<file path="src/rtl/mem_arbiter_pkg.sv">
// Shared definitions for the memory arbiter: default widths, read latency,
// the writable DRAM window and the FSM state encoding.
package mem_arbiter_pkg;

  localparam int DEF_ADDR_WIDTH = 32;
  localparam int DEF_WIDTH      = 32;
  localparam int DEF_RD_LAT     = 1;
  localparam int DRAM_BASE      = 4096;
  localparam int DRAM_SIZE      = 4096;

  typedef enum logic {
    IDLE,
    RD_WAIT
  } arbState_e;

endpackage

</file>
<file path="src/rtl/mem_arbiter_if.sv">
// Bus bundle between the core requesters, the arbiter and the memory.
// The slave modport is the arbiter's view; master is the core/memory side.
interface mem_arbiter_if
  import mem_arbiter_pkg::*;
#(
  parameter int ADDR_WIDTH = DEF_ADDR_WIDTH,
  parameter int WIDTH      = DEF_WIDTH
);

  logic                  if_req_i;
  logic [ADDR_WIDTH-1:0] if_addr_i;
  logic                  if_gnt_o;
  logic                  if_rvalid_o;
  logic [WIDTH-1:0]      if_rdata_o;

  logic                  d_req_i;
  logic                  d_we_i;
  logic [ADDR_WIDTH-1:0] d_addr_i;
  logic [WIDTH-1:0]      d_wdata_i;
  logic                  d_gnt_o;
  logic                  d_rvalid_o;
  logic [WIDTH-1:0]      d_rdata_o;
  logic                  d_err_o;

  logic                  mem_read_o;
  logic                  mem_write_o;
  logic [ADDR_WIDTH-1:0] mem_addr_o;
  logic [WIDTH-1:0]      mem_wdata_o;
  logic [WIDTH-1:0]      mem_rdata_i;

  modport slave (
    input  if_req_i, if_addr_i,
    output if_gnt_o, if_rvalid_o, if_rdata_o,
    input  d_req_i, d_we_i, d_addr_i, d_wdata_i,
    output d_gnt_o, d_rvalid_o, d_rdata_o, d_err_o,
    output mem_read_o, mem_write_o, mem_addr_o, mem_wdata_o,
    input  mem_rdata_i
  );

  modport master (
    output if_req_i, if_addr_i,
    input  if_gnt_o, if_rvalid_o, if_rdata_o,
    output d_req_i, d_we_i, d_addr_i, d_wdata_i,
    input  d_gnt_o, d_rvalid_o, d_rdata_o, d_err_o,
    input  mem_read_o, mem_write_o, mem_addr_o, mem_wdata_o,
    output mem_rdata_i
  );

endinterface

</file>
<file path="src/rtl/mem_arb_pick.sv">
// Two-request priority picker returning a one-hot grant (bit0 = data,
// bit1 = fetch). With MEM_ARB_RR_EN defined the pointer breaks ties
// (0 favours data, 1 favours fetch); otherwise data always wins.
module mem_arb_pick (
`ifdef MEM_ARB_RR_EN
  input  logic       i_ptr,
`endif
  input  logic       i_reqD,
  input  logic       i_reqF,
  output logic [1:0] o_gnt
);

  // Choose a single winner among the active requests
  always_comb begin
    o_gnt = 2'b00;
`ifdef MEM_ARB_RR_EN
    if (i_reqD && i_reqF) begin
      o_gnt = i_ptr ? 2'b10 : 2'b01;
    end else if (i_reqD) begin
      o_gnt = 2'b01;
    end else if (i_reqF) begin
      o_gnt = 2'b10;
    end
`else
    if (i_reqD) begin
      o_gnt = 2'b01;
    end else if (i_reqF) begin
      o_gnt = 2'b10;
    end
`endif
  end

endmodule

</file>
<file path="src/rtl/mem_arbiter.sv">
// Shares one synchronous-read memory port between instruction fetch and
// the data port, sequencing reads through RD_LAT cycles and screening data
// writes against the DRAM window. Define MEM_ARB_RR_EN for round-robin
// arbitration; by default data has fixed priority over fetch.
module mem_arbiter
  import mem_arbiter_pkg::*;
#(
  parameter int ADDR_WIDTH = DEF_ADDR_WIDTH,
  parameter int WIDTH      = DEF_WIDTH,
  parameter int RD_LAT     = DEF_RD_LAT,
  parameter int DRAM_BASE  = mem_arbiter_pkg::DRAM_BASE,
  parameter int DRAM_SIZE  = mem_arbiter_pkg::DRAM_SIZE
) (
  input logic          clk,
  input logic          rst,
  mem_arbiter_if.slave bus
);

  localparam int CW = (RD_LAT > 1) ? $clog2(RD_LAT) : 1;
  localparam logic [ADDR_WIDTH:0] WIN_LO = (ADDR_WIDTH+1)'(DRAM_BASE);
  localparam logic [ADDR_WIDTH:0] WIN_HI = (ADDR_WIDTH+1)'(DRAM_BASE + DRAM_SIZE);

  arbState_e       r_state, w_nextState;
  logic [CW-1:0]   r_cnt, w_nextCnt;
  logic            r_owner, w_nextOwner;
  logic            r_err, w_nextErr;
  logic            w_done, w_canGrant, w_inWin;
  logic [1:0]      w_gnt;

  // Final wait cycle doubles as an idle cycle; nothing is granted in reset
  assign w_done     = (r_state == RD_WAIT) && (r_cnt == '0);
  assign w_canGrant = rst && ((r_state == IDLE) || w_done);
  assign w_inWin    = ({1'b0, bus.d_addr_i} >= WIN_LO) && ({1'b0, bus.d_addr_i} < WIN_HI);

`ifdef MEM_ARB_RR_EN
  logic r_ptr, w_nextPtr;

  assign w_nextPtr = w_gnt[0] ? 1'b1 : (w_gnt[1] ? 1'b0 : r_ptr);

  // Pointer points away from whichever port was granted last
  always_ff @(posedge clk or negedge rst) begin
    if (!rst) begin
      r_ptr <= 1'b0;
    end else begin
      r_ptr <= w_nextPtr;
    end
  end
`endif

  mem_arb_pick u_pick (
`ifdef MEM_ARB_RR_EN
    .i_ptr  (r_ptr),
`endif
    .i_reqD (bus.d_req_i && w_canGrant),
    .i_reqF (bus.if_req_i && w_canGrant),
    .o_gnt  (w_gnt)
  );

  // Next-state, read response steering and memory drive for the issue cycle
  always_comb begin
    w_nextState     = r_state;
    w_nextCnt       = r_cnt;
    w_nextOwner     = r_owner;
    w_nextErr       = 1'b0;
    bus.if_gnt_o    = 1'b0;
    bus.if_rvalid_o = 1'b0;
    bus.if_rdata_o  = '0;
    bus.d_gnt_o     = 1'b0;
    bus.d_rvalid_o  = 1'b0;
    bus.d_rdata_o   = '0;
    bus.mem_read_o  = 1'b0;
    bus.mem_write_o = 1'b0;
    bus.mem_addr_o  = '0;
    bus.mem_wdata_o = '0;

    if ((r_state == RD_WAIT) && (r_cnt != '0)) begin
      w_nextCnt = r_cnt - 1'b1;
    end

    if (w_done) begin
      w_nextState = IDLE;
      if (r_owner) begin
        bus.if_rvalid_o = 1'b1;
        bus.if_rdata_o  = bus.mem_rdata_i;
      end else begin
        bus.d_rvalid_o = 1'b1;
        bus.d_rdata_o  = bus.mem_rdata_i;
      end
    end

    if (w_gnt[0]) begin
      bus.d_gnt_o     = 1'b1;
      bus.mem_addr_o  = bus.d_addr_i;
      bus.mem_wdata_o = bus.d_wdata_i;
      if (bus.d_we_i) begin
        bus.mem_write_o = w_inWin;
        w_nextErr       = !w_inWin;
      end else begin
        bus.mem_read_o = 1'b1;
        w_nextState    = RD_WAIT;
        w_nextCnt      = CW'(RD_LAT - 1);
        w_nextOwner    = 1'b0;
      end
    end else if (w_gnt[1]) begin
      bus.if_gnt_o   = 1'b1;
      bus.mem_read_o = 1'b1;
      bus.mem_addr_o = bus.if_addr_i;
      w_nextState    = RD_WAIT;
      w_nextCnt      = CW'(RD_LAT - 1);
      w_nextOwner    = 1'b1;
    end
  end

  assign bus.d_err_o = r_err;

  // State, latency counter, read owner and write-error flag registers
  always_ff @(posedge clk or negedge rst) begin
    if (!rst) begin
      r_state <= IDLE;
      r_cnt   <= '0;
      r_owner <= 1'b0;
      r_err   <= 1'b0;
    end else begin
      r_state <= w_nextState;
      r_cnt   <= w_nextCnt;
      r_owner <= w_nextOwner;
      r_err   <= w_nextErr;
    end
  end

endmodule

</file>
<file path="src/flat_wrapper.sv">
// flat-port wrapper written by rule: the top's interface ports become plain ports
module mem_arbiter_flat import mem_arbiter_pkg::*;
#(
  parameter int ADDR_WIDTH = DEF_ADDR_WIDTH,
  parameter int WIDTH      = DEF_WIDTH,
  parameter int RD_LAT     = DEF_RD_LAT,
  parameter int DRAM_BASE  = mem_arbiter_pkg::DRAM_BASE,
  parameter int DRAM_SIZE  = mem_arbiter_pkg::DRAM_SIZE
)
  (clk, rst, bus_if_req_i, bus_if_addr_i, bus_if_gnt_o, bus_if_rvalid_o, bus_if_rdata_o, bus_d_req_i, bus_d_we_i, bus_d_addr_i, bus_d_wdata_i, bus_d_gnt_o, bus_d_rvalid_o, bus_d_rdata_o, bus_d_err_o, bus_mem_read_o, bus_mem_write_o, bus_mem_addr_o, bus_mem_wdata_o, bus_mem_rdata_i);
  mem_arbiter_if #(.ADDR_WIDTH(ADDR_WIDTH), .WIDTH(WIDTH)) bus_i ();
  input logic clk;
  input logic rst;
  input wire logic [$bits(bus_i.if_req_i)-1:0] bus_if_req_i;
  input wire logic [$bits(bus_i.if_addr_i)-1:0] bus_if_addr_i;
  output wire logic [$bits(bus_i.if_gnt_o)-1:0] bus_if_gnt_o;
  output wire logic [$bits(bus_i.if_rvalid_o)-1:0] bus_if_rvalid_o;
  output wire logic [$bits(bus_i.if_rdata_o)-1:0] bus_if_rdata_o;
  input wire logic [$bits(bus_i.d_req_i)-1:0] bus_d_req_i;
  input wire logic [$bits(bus_i.d_we_i)-1:0] bus_d_we_i;
  input wire logic [$bits(bus_i.d_addr_i)-1:0] bus_d_addr_i;
  input wire logic [$bits(bus_i.d_wdata_i)-1:0] bus_d_wdata_i;
  output wire logic [$bits(bus_i.d_gnt_o)-1:0] bus_d_gnt_o;
  output wire logic [$bits(bus_i.d_rvalid_o)-1:0] bus_d_rvalid_o;
  output wire logic [$bits(bus_i.d_rdata_o)-1:0] bus_d_rdata_o;
  output wire logic [$bits(bus_i.d_err_o)-1:0] bus_d_err_o;
  output wire logic [$bits(bus_i.mem_read_o)-1:0] bus_mem_read_o;
  output wire logic [$bits(bus_i.mem_write_o)-1:0] bus_mem_write_o;
  output wire logic [$bits(bus_i.mem_addr_o)-1:0] bus_mem_addr_o;
  output wire logic [$bits(bus_i.mem_wdata_o)-1:0] bus_mem_wdata_o;
  input wire logic [$bits(bus_i.mem_rdata_i)-1:0] bus_mem_rdata_i;
  assign bus_i.if_req_i = bus_if_req_i;
  assign bus_i.if_addr_i = bus_if_addr_i;
  assign bus_if_gnt_o = bus_i.if_gnt_o;
  assign bus_if_rvalid_o = bus_i.if_rvalid_o;
  assign bus_if_rdata_o = bus_i.if_rdata_o;
  assign bus_i.d_req_i = bus_d_req_i;
  assign bus_i.d_we_i = bus_d_we_i;
  assign bus_i.d_addr_i = bus_d_addr_i;
  assign bus_i.d_wdata_i = bus_d_wdata_i;
  assign bus_d_gnt_o = bus_i.d_gnt_o;
  assign bus_d_rvalid_o = bus_i.d_rvalid_o;
  assign bus_d_rdata_o = bus_i.d_rdata_o;
  assign bus_d_err_o = bus_i.d_err_o;
  assign bus_mem_read_o = bus_i.mem_read_o;
  assign bus_mem_write_o = bus_i.mem_write_o;
  assign bus_mem_addr_o = bus_i.mem_addr_o;
  assign bus_mem_wdata_o = bus_i.mem_wdata_o;
  assign bus_i.mem_rdata_i = bus_mem_rdata_i;
  mem_arbiter #(.ADDR_WIDTH(ADDR_WIDTH), .WIDTH(WIDTH), .RD_LAT(RD_LAT), .DRAM_BASE(DRAM_BASE), .DRAM_SIZE(DRAM_SIZE)) u_core (.clk(clk), .rst(rst), .bus(bus_i));
endmodule
</file>
<file path="config.mk">
export PLATFORM = sky130hd
export DESIGN_NAME = mem_arbiter_flat
export DESIGN_NICKNAME = d
export VERILOG_FILES = /design/src/rtl/mem_arbiter_pkg.sv /design/src/rtl/mem_arbiter_if.sv /design/src/rtl/mem_arb_pick.sv /design/src/rtl/mem_arbiter.sv /design/src/flat_wrapper.sv
export SDC_FILE = /design/constraint.sdc
export NUM_CORES = 1
export LEC_CHECK = 0
export CORE_AREA = 2 2 103 105
export CTS_CLUSTER_SIZE = 25
export DETAILED_ROUTE_END_ITERATION = 7
export DIE_AREA = 0 0 105 107
export DONT_BUFFER_PORTS = 1
export GPL_TIMING_DRIVEN = 1
export PLACE_DENSITY = 0.3
export SLEW_MARGIN = 20
export SYNTH_ARGS = -nofsm -noshare
export SYNTH_HDL_FRONTEND = slang
export SYNTH_HIERARCHICAL = 1
export SYNTH_SLANG_ARGS = --single-unit
</file>
<file path="constraint.sdc">
create_clock -name clk -period 1.7 [get_ports clk]
set_clock_uncertainty 0.05 [all_clocks]
set_input_delay 0 -clock clk [delete_from_list [all_inputs] [get_ports clk]]
set_output_delay 0 -clock clk [all_outputs]
set_load 0.01 [all_outputs]
</file>
; Word-level counts from Yosys, hierarchy flattened
; Index checks and enable logic that the tools add are counted.
[totals]
ff_bits = 4
latchBits = 0
ramBits = 0
mem_bits_ro = 0
out_inout_bits = 135
mem_count = 0
[classes]
add_sub_neg = 1
mul = 0
div_mod_pow = 0
magnitude_cmp = 2
eq_ne = 1
shift = 0
muxes = 33
bitwise = 2
reduce_logical = 10
[op_table]
columns = op, n
row1 = 2-to-1 mux 32 bit, 7
row2 = greater-or-equal comparator 32 x 13 -> 1 bit (second input constant), 1
row3 = less-than comparator 32 x 14 -> 1 bit (second input constant), 1
row4 = 2-to-1 mux 1 bit, 24
row5 = logical AND 1 bit, 6
row6 = 2-to-1 mux 2 bit, 2
row7 = != test 2 bit (second input constant), 1
row8 = NOT 1 bit, 2
row9 = AND reduction 2 bit, 1
row10 = nonzero test 2 bit, 1
row11 = logical NOT 1 bit, 1
row12 = logical OR 1 bit, 1
row13 = subtractor 1 bit (second input constant), 1

; Longest topological paths before layout
; Gate-level depths: netlist of run 1.
[depth]
ltp_word = 9
ltp_mapped = 7
depth_no_buf = 5

; By module
; Netlist of run 1, hierarchy kept.
[by_module_without_submodules]
columns = module, instances, cells_each, area_each_um2, seq_area_each_um2
row1 = mem_arbiter, 1, 170, 1320.0, 100.1
row2 = mem_arb_pick, 1, 2, 21.3, 0.0

; Least setup slack after synthesis of run 1
; No wires, ideal clock.
[synth_path]
kind = register to register
startpoint = reg u_core.r_cnt
endpoint = reg u_core.r_state
setup_time_ns = 0.119
arrival_ns = 1.424
required_time_ns = 1.531
path_slack_ns = 0.107
stages_incl_launch_ff = 7
cell_sequence = dfrtp_1 nand2_1 and3_1 buf_4 buf_2 o21a_1 a21o_2
[synth_between]
elab_chain_len = 9
elab_cells_between_ends = 12
cone_classes = mux: 6 / bitwise: 1 / reduce/logical: 5
[synth_lines]
columns = element, line_no
row1 = "start, declared", mem_arbiter.sv:24  ; logic [CW-1:0] r_cnt, w_nextCnt;
row2 = "start signal, assigned", mem_arbiter.sv:125  ; r_cnt <= w_nextCnt;
row3 = NOT 1 bit *, mem_arbiter.sv:31  ; assign w_done = (r_state == RD_WAIT) && (r_cnt == '0);
row4 = logical AND 1 bit *, mem_arbiter.sv:31
row5 = logical OR 1 bit, mem_arbiter.sv:32  ; assign w_canGrant = rst && ((r_state == IDLE) || w_done);
row6 = logical AND 1 bit, mem_arbiter.sv:32
row7 = logical AND 1 bit, mem_arbiter.sv:55  ; .i_reqF (bus.if_req_i && w_canGrant),
row8 = 2-to-1 mux 2 bit, mem_arb_pick.sv:27  ; end else if (i_reqF) begin
row9 = 2-to-1 mux 2 bit, mem_arb_pick.sv:25  ; if (i_reqD) begin
row10 = 2-to-1 mux 1 bit, mem_arbiter.sv:104  ; end else if (w_gnt[1]) begin
row11 = 2-to-1 mux 1 bit *, mem_arbiter.sv:91  ; if (w_gnt[0]) begin
row12 = via u_core.w_nextState, mem_arbiter.sv:23  ; arbState_e r_state, w_nextState;
row13 = "end signal, assigned", mem_arbiter.sv:124  ; r_state <= w_nextState;
row14 = "end, declared", mem_arbiter.sv:23
; The timed path passes the listed nets; every way through them passes the cells marked *.
; A chain may end at the register's enable or synchronous reset.

; Worst setup path after layout of run 1
[layout_path]
startpoint = reg u_core.r_cnt
endpoint = out bus_mem_addr_o[18]
[layout_between]
elab_chain_len = 9
elab_cells_between_ends = 10
cone_classes = mux: 4 / bitwise: 1 / reduce/logical: 5
[layout_lines]
columns = element, line_no
row1 = NOT 1 bit *, mem_arbiter.sv:31
row2 = logical AND 1 bit *, mem_arbiter.sv:31
row3 = logical OR 1 bit *, mem_arbiter.sv:32
row4 = logical AND 1 bit *, mem_arbiter.sv:32
row5 = logical AND 1 bit, mem_arbiter.sv:55
row6 = 2-to-1 mux 2 bit, mem_arb_pick.sv:27
row7 = 2-to-1 mux 2 bit *, mem_arb_pick.sv:25
row8 = via u_core.w_gnt[1], mem_arbiter.sv:28  ; logic [1:0] w_gnt;
row9 = 2-to-1 mux 32 bit *, mem_arbiter.sv:104
row10 = 2-to-1 mux 32 bit *, mem_arbiter.sv:91
row11 = "end, declared", flat_wrapper.sv:29  ; output wire logic [$bits(bus_i.mem_addr_o)-1:0] bus_mem_addr_o;
; Marked as above.

==> results of run 1 <==
-- routing by layer --
layer | routed length [um] | GRT usage (%) | vias to the layer above
met5 | 0 | 0 | -
met4 | 38 | 1.90 | 0
met3 | 539 | 1.09 | 4
met2 | 3600 | 19.6 | 161
met1 | 2120 | 8.95 | 637
li1 | - | - | 599
-- logic make-up (layout without fill, tap and decap cells) --
family | after synthesis | count (layout)
AND/OR/NAND/NOR | 114 | 114
AO/OA/AOI/OAI | 36 | 36
buffers and inverters | 18 | 22
flip-flops | 4 | 4
-- sequential cells by signal, indices dropped and copies added (netlist names) --
name                flops
u_core/r_state          1
u_core/r_owner          1
u_core/bus.d_err_o      1
u_core/r_cnt            1
-- final timing paths --
path	cells past startpoint	slack (ns)	to	start
setup / recovery	7	0.02	bus_mem_addr_o[18]	u_core/r_cnt
hold reg to reg	2	0.51	u_core/r_cnt	u_core/r_state
hold / removal	1	0.007	u_core/r_cnt	rst
max in group asynchronous	1	1.42	u_core/r_owner	rst
setup reg to reg	6	0.29	u_core/r_state	u_core/r_cnt
min in group clk	1	0.05	bus_mem_addr_o[4]	bus_if_addr_i[4]
-- critical path, delay by kind of cell (launching register included) --
family,cells,cell delay (ns)
AOI/OAI and AO/OA,1,0.18
buffers and inverters,2,0.27
DFF,1,0.38
and+or+nand+nor,4,0.58
-- through the flow --
step | power, mW | instance area (um^2) | TNS [ns]
detailed placement | 0.497 | 1490 | 0
global placement | 0.501 | 1490 | 0
finish | 0.758 | 1810 | 0
CTS | 0.737 | 1660 | -0.0467
floorplan | 0.456 | 1340 | 0
global route | 0.800 | 1810 | -0.461
-- cell usage in the layout (no fill, tap or decap), types with 3 or more instances in the layout --
| master | n |
|---|---|
| a22o_1 | 18 |
| a22o_4 | 14 |
| and2_1 | 61 |
| and2_2 | 12 |
| and2_4 | 23 |
| buf_12 | 4 |
| buf_4 | 9 |
| clkbuf_8 | 3 |
| dfrtp_1 | 4 |
| dlygate4sd3_1 | 4 |
| nor4_1 | 4 |
-- timing repair --
item                       CTS  global route
buffers inserted             2             3
resized for setup            4            16
gates cloned                 2             0
hold buffers                 4             0
setup endpoints to repair   33            33
pin swaps                    0             4
hold endpoints to repair     6             0
-- report_power, final --
part / total [mW] / internal (mW) / switching (mW)
clock: 0.196 / 0.151 / 0.0454
sequential: 0.108 / 0.102 / 0.00654
combinational: 0.454 / 0.215 / 0.239
total: 0.758 / 0.467 / 0.291
-- cell type report --
type                            count  area, um^2
Multi-Input combinational cell    150        1260
Sequential cell                     4         100
Clock buffer                        3        41.3
Fill cell                        1106        8280
Tap cell                          136         170
Timing Repair Buffer               19         243
==> flow_summary.toml, run 1 <==
[power]
p_leak_nw = 0.770
irDropWorstVdd_mv = 0.209
power.density_nw_per_um2 = 419

[placed_design]
pre_cts_slack_ns = 0.160
port_buffers = 0
placedCellCount = 298
gp_congestion = 0.762

[run]
cap_violations = 0

[clock_network]
cts.sinks = 4
clkTransAtPathRegs_ns = 0.03
cts_tree = "done"
cts_buffers = 3
clockRootBuffer = "clkbuf_8"
clk_path_buf_depth = 2
htreeDepth = 1
clk_latency_ns = 0.22

[critical_path]
start_kind = "flop"
worstPathCellList = "nand2_2 > and3_4 > nor2b_4 > nor2b_4 > buf_12 > buf_16 > a22o_1"
path_max_fanout = 8
critPathMaxStageDelay_ns = 0.38
critPathArrivalTime_ns = 1.63
worstPathRequired_ns = 1.65
cp_slowest_cell = "dfrtp_1"
path_class = "flop to primary output"
critPathCaptureType = "primary output"
crit_top_cell = "nor2b_4"

[die]
boundaryPins = 268
core_um2 = 10100
die_h_um = 107
die_area_um2 = 11200
die_x_um = 105
core.rowCount = 37
start_util_pct = 13.3

[logic_synthesis]
ys_seq_area_share_pct = 7.46
ys_top_cells_by_count = "61 x and2_1, 32 x a22o_1, 23 x and2_4"
synthDistinctLibCells = 24
async_reset_ff_share_pct = 100
syn_area_per_cell_um2 = 7.80
netlist_instances = 172
syn-num-nets = 305
muxShareOfSynthArea_pct = 0
synth_edf_count = 0
yosys_warnings = 6
synth_area_leader_cell = "and2_1"
synth_top_family_by_area = "simple AND/OR/NAND/NOR gates"
synthFlopType = "dfrtp_1"
synth_fa_ha_area_share_pct = 0
synth_xor_area_share_pct = 0
synth_most_common_cell = "and2_1"
synth_top_area_share_pct = 28.5
synth-seq-cells = 4
synth_area_um2 = 1340
yosys.area_share.simple_pct = 60.2
yosys-top-cells-area = "and2_1 28%, a22o_1 21%, and2_4 15%, dfrtp_1 7.5%, and2_2 6.7%"
synth_compound_area_share_pct = 22.9

[route]
dr.first_iter.drc_count = 45
wire_per_inst_um = 20.2
first_pass_iters = 3
via_count = 1401
route.detailed.drc = 0
viasPerCell = 4.49
drtAntennaViolNets = 0
drt_wl_total_um = 6300

[global_routing]
grt_overflow_total = 0
grt_pass1_wl_um = 7620
grt_max_degree = 67
grt_use_total_pct = 9.05
antenna_found_initial = 0
grt_pass1_vias = 1303

[timing]
max_slew_margin_pct = 79.0
tightest_slew_ns = 0.312
period_share_pct = 98.9
finalSetupViolCount = 0
setup_ws_ns = 0.0190
fin_crit_ns = 1.68
grt_setup_unrepaired = "yes"
hold-worst-slack_ns = 0.00736
max_freq_mhz = 595
drv_slew = 0
finalHoldViolations = 0

[finish]
layout.nets = 311
stdcell_count = 312
fin_util_pct = 18.0
diodes = 0
syn_to_final_growth_pct = 35.1
drive_above_1_share_pct = 42.6

[status]
status = "finished, final reports clean"

[hold_path]
hold_class = "input pin to asynchronous set/reset pin"
(Power assumes the default switching activity.)
==> run 2: changes to the inputs <==
- SETUP_SLACK_MARGIN: not set -> 0.4
==> run 2 against run 1 <==
  * Final cell count increased by 11%
  * Clock power about the same
  * Combinational power increased by 65%
  * Sequential share of layout area decreased by 1.8 points
  * Via count increased by 11%
  * Worst setup slack got worse by 0.0015 ns
  * Routed wire length increased by 12%
  * Total power increased by 39%
==> flow_summary.toml, run 2 (same netlist as run 1, synthesis figures left out) <==
[status]
status = "finished, final reports clean"

[route]
wire_per_inst_um = 20.5
via_count = 1553
drt_wl_total_um = 7070
viasPerCell = 4.50
route.detailed.drc = 0
dr.first_iter.drc_count = 49
drtAntennaViolNets = 0
first_pass_iters = 4

[finish]
seqCellArea_um2 = 100
stdcell_count = 345
drive_above_1_share_pct = 84.7
syn_to_final_growth_pct = 99.0
layout.nets = 344
final_common_cell = "and2_4"
diodes = 0
multi_input_area_um2 = 1500
final_cell_mix = "96 x and2_4, 20 x a22o_4, 12 x a22o_1"
fillers = 1050

[clock_network]
clk_latency_ns = 0.22
clkTransAtPathRegs_ns = 0.03
cts.sinks = 4
clk_path_buf_depth = 2
htreeDepth = 1
cts_buffers = 3
cts_tree = "done"
clockRootBuffer = "clkbuf_8"

[power]
total_power_mw = 1.06
swShare_pct = 34.5
intPower_uw = 692
p_leak_nw = 1.19
power.density_nw_per_um2 = 396
p_seq_share_pct = 10.3
irDropWorstVdd_mv = 0.103
pwr-share-comb_pct = 71.0
p_clk_share_pct = 18.7
p_switching_uw = 364

[global_routing]
grt_pass1_vias = 1556
grt_pass1_wl_um = 9050
antenna_found_initial = 0
grt_use_total_pct = 10.6
grt_max_degree = 24
grt_overflow_total = 0

[run]
cap_violations = 0

[timing]
finalHoldViolations = 0
grt_setup_unrepaired = "yes"
drv_slew = 0
max_freq_mhz = 594
max_slew_margin_pct = 66.8
tightest_slew_ns = 0.491
fin_tns_setup_ns = 0
fin_crit_ns = 1.68
finalSetupViolCount = 0
period_share_pct = 99.0

[die]
die_area_um2 = 11200
core.rowCount = 37
boundaryPins = 268
die_h_um = 107
core_um2 = 10100
die_x_um = 105
start_util_pct = 13.3

[critical_path]
critPathMaxStageDelay_ns = 0.39
crit_buf_inv = 2
ff2ff_setup_slack_ns = 0.24
path_class = "flop to primary output"
worstPathRequired_ns = 1.65
critical-path-top-delay-family = "simple AND/OR/NAND/NOR gates"
path_max_fanout = 10
crit_top_cell = "nor2b_4"
start_kind = "flop"
critPathArrivalTime_ns = 1.63
cp_slowest_cell = "dfrtp_1"
critPathCaptureType = "primary output"
worstPathCellList = "nand2_2 > and3_4 > nor2b_4 > nor2b_4 > buf_12 > buf_8 > a22o_1"

[placed_design]
gp_congestion = 0.748
placedCellCount = 299
port_buffers = 0
dp_hpwl_um = 4560

[hold_path]
hold_class = "input pin to asynchronous set/reset pin"
-- run 2: changes by cell type in the layout (fill, tap and decap cells not counted), sizes merged --
cell,previous run,this run
buf,15,43
clkbuf,3,5
dlygate4sd3,4,7
-- run 2: metal layers --
layer | track usage, % | wire length [um]
met3 | 2.01 | 654
met4 | 3.14 | 147
met5 | 0 | 0
met2 | 21.3 | 3970
met1 | 11.0 | 2300
-- run 2: area by class of cell --
type	count	area share [%]
sequential	4	3.75
clock buffer	3	1.55
timing repair buffer	52	32.0
tap	136	6.38
multi-input combinational	150	56.3
-- run 2: timing repair --
action | in CTS | in global routing
endpoints found under the setup margin | 135 | 138
endpoints found under the hold margin | 6 | 0
pin swaps | 13 | 43
setup buffers | 16 | 5
resized for setup | 125 | 18
hold buffers | 7 | 0
cloned | 13 | 2
-- run 2: worst paths after layout --
kind | startpoint | end | cells after the start
worst max-delay path | u_core/r_state | bus_mem_addr_o[23] | 7
worst min-delay path | rst | u_core/r_state | 1
worst max register to register | u_core/r_cnt | u_core/r_state | 6
worst min register to register | u_core/r_state | u_core/r_cnt | 2
max in group asynchronous | rst | u_core/r_cnt | 1
min in group clk | bus_if_addr_i[3] | bus_mem_addr_o[3] | 1
-- run 2: power by group through the flow --
stage / Sequential [mW] / Combinational (mW) / Clock, mW
2_1_floorplan: 0.109 / 0.360 / 0
3_3_place_gp: 0.111 / 0.395 / 0
3_5_place_dp: 0.111 / 0.395 / 0
4_1_cts: 0.109 / 0.709 / 0.203
5_1_grt: 0.110 / 0.788 / 0.211
6_report: 0.109 / 0.750 / 0.197
-- run 2: through the flow --
step | util, % | setup WS [ns] | hold WS, ns | instance area (um^2)
after floorplan | - | 0.266 | -0.346 | 1390
after global placement | 14.7 | 0.198 | -0.345 | 1490
after detailed placement | 14.7 | 0.154 | -0.345 | 1490
after CTS | 24.4 | 0.0379 | 0.0268 | 2460
after global routing | 26.4 | -0.0445 | 0.0461 | 2670
final | 26.4 | 0.0175 | 0.0199 | 2670
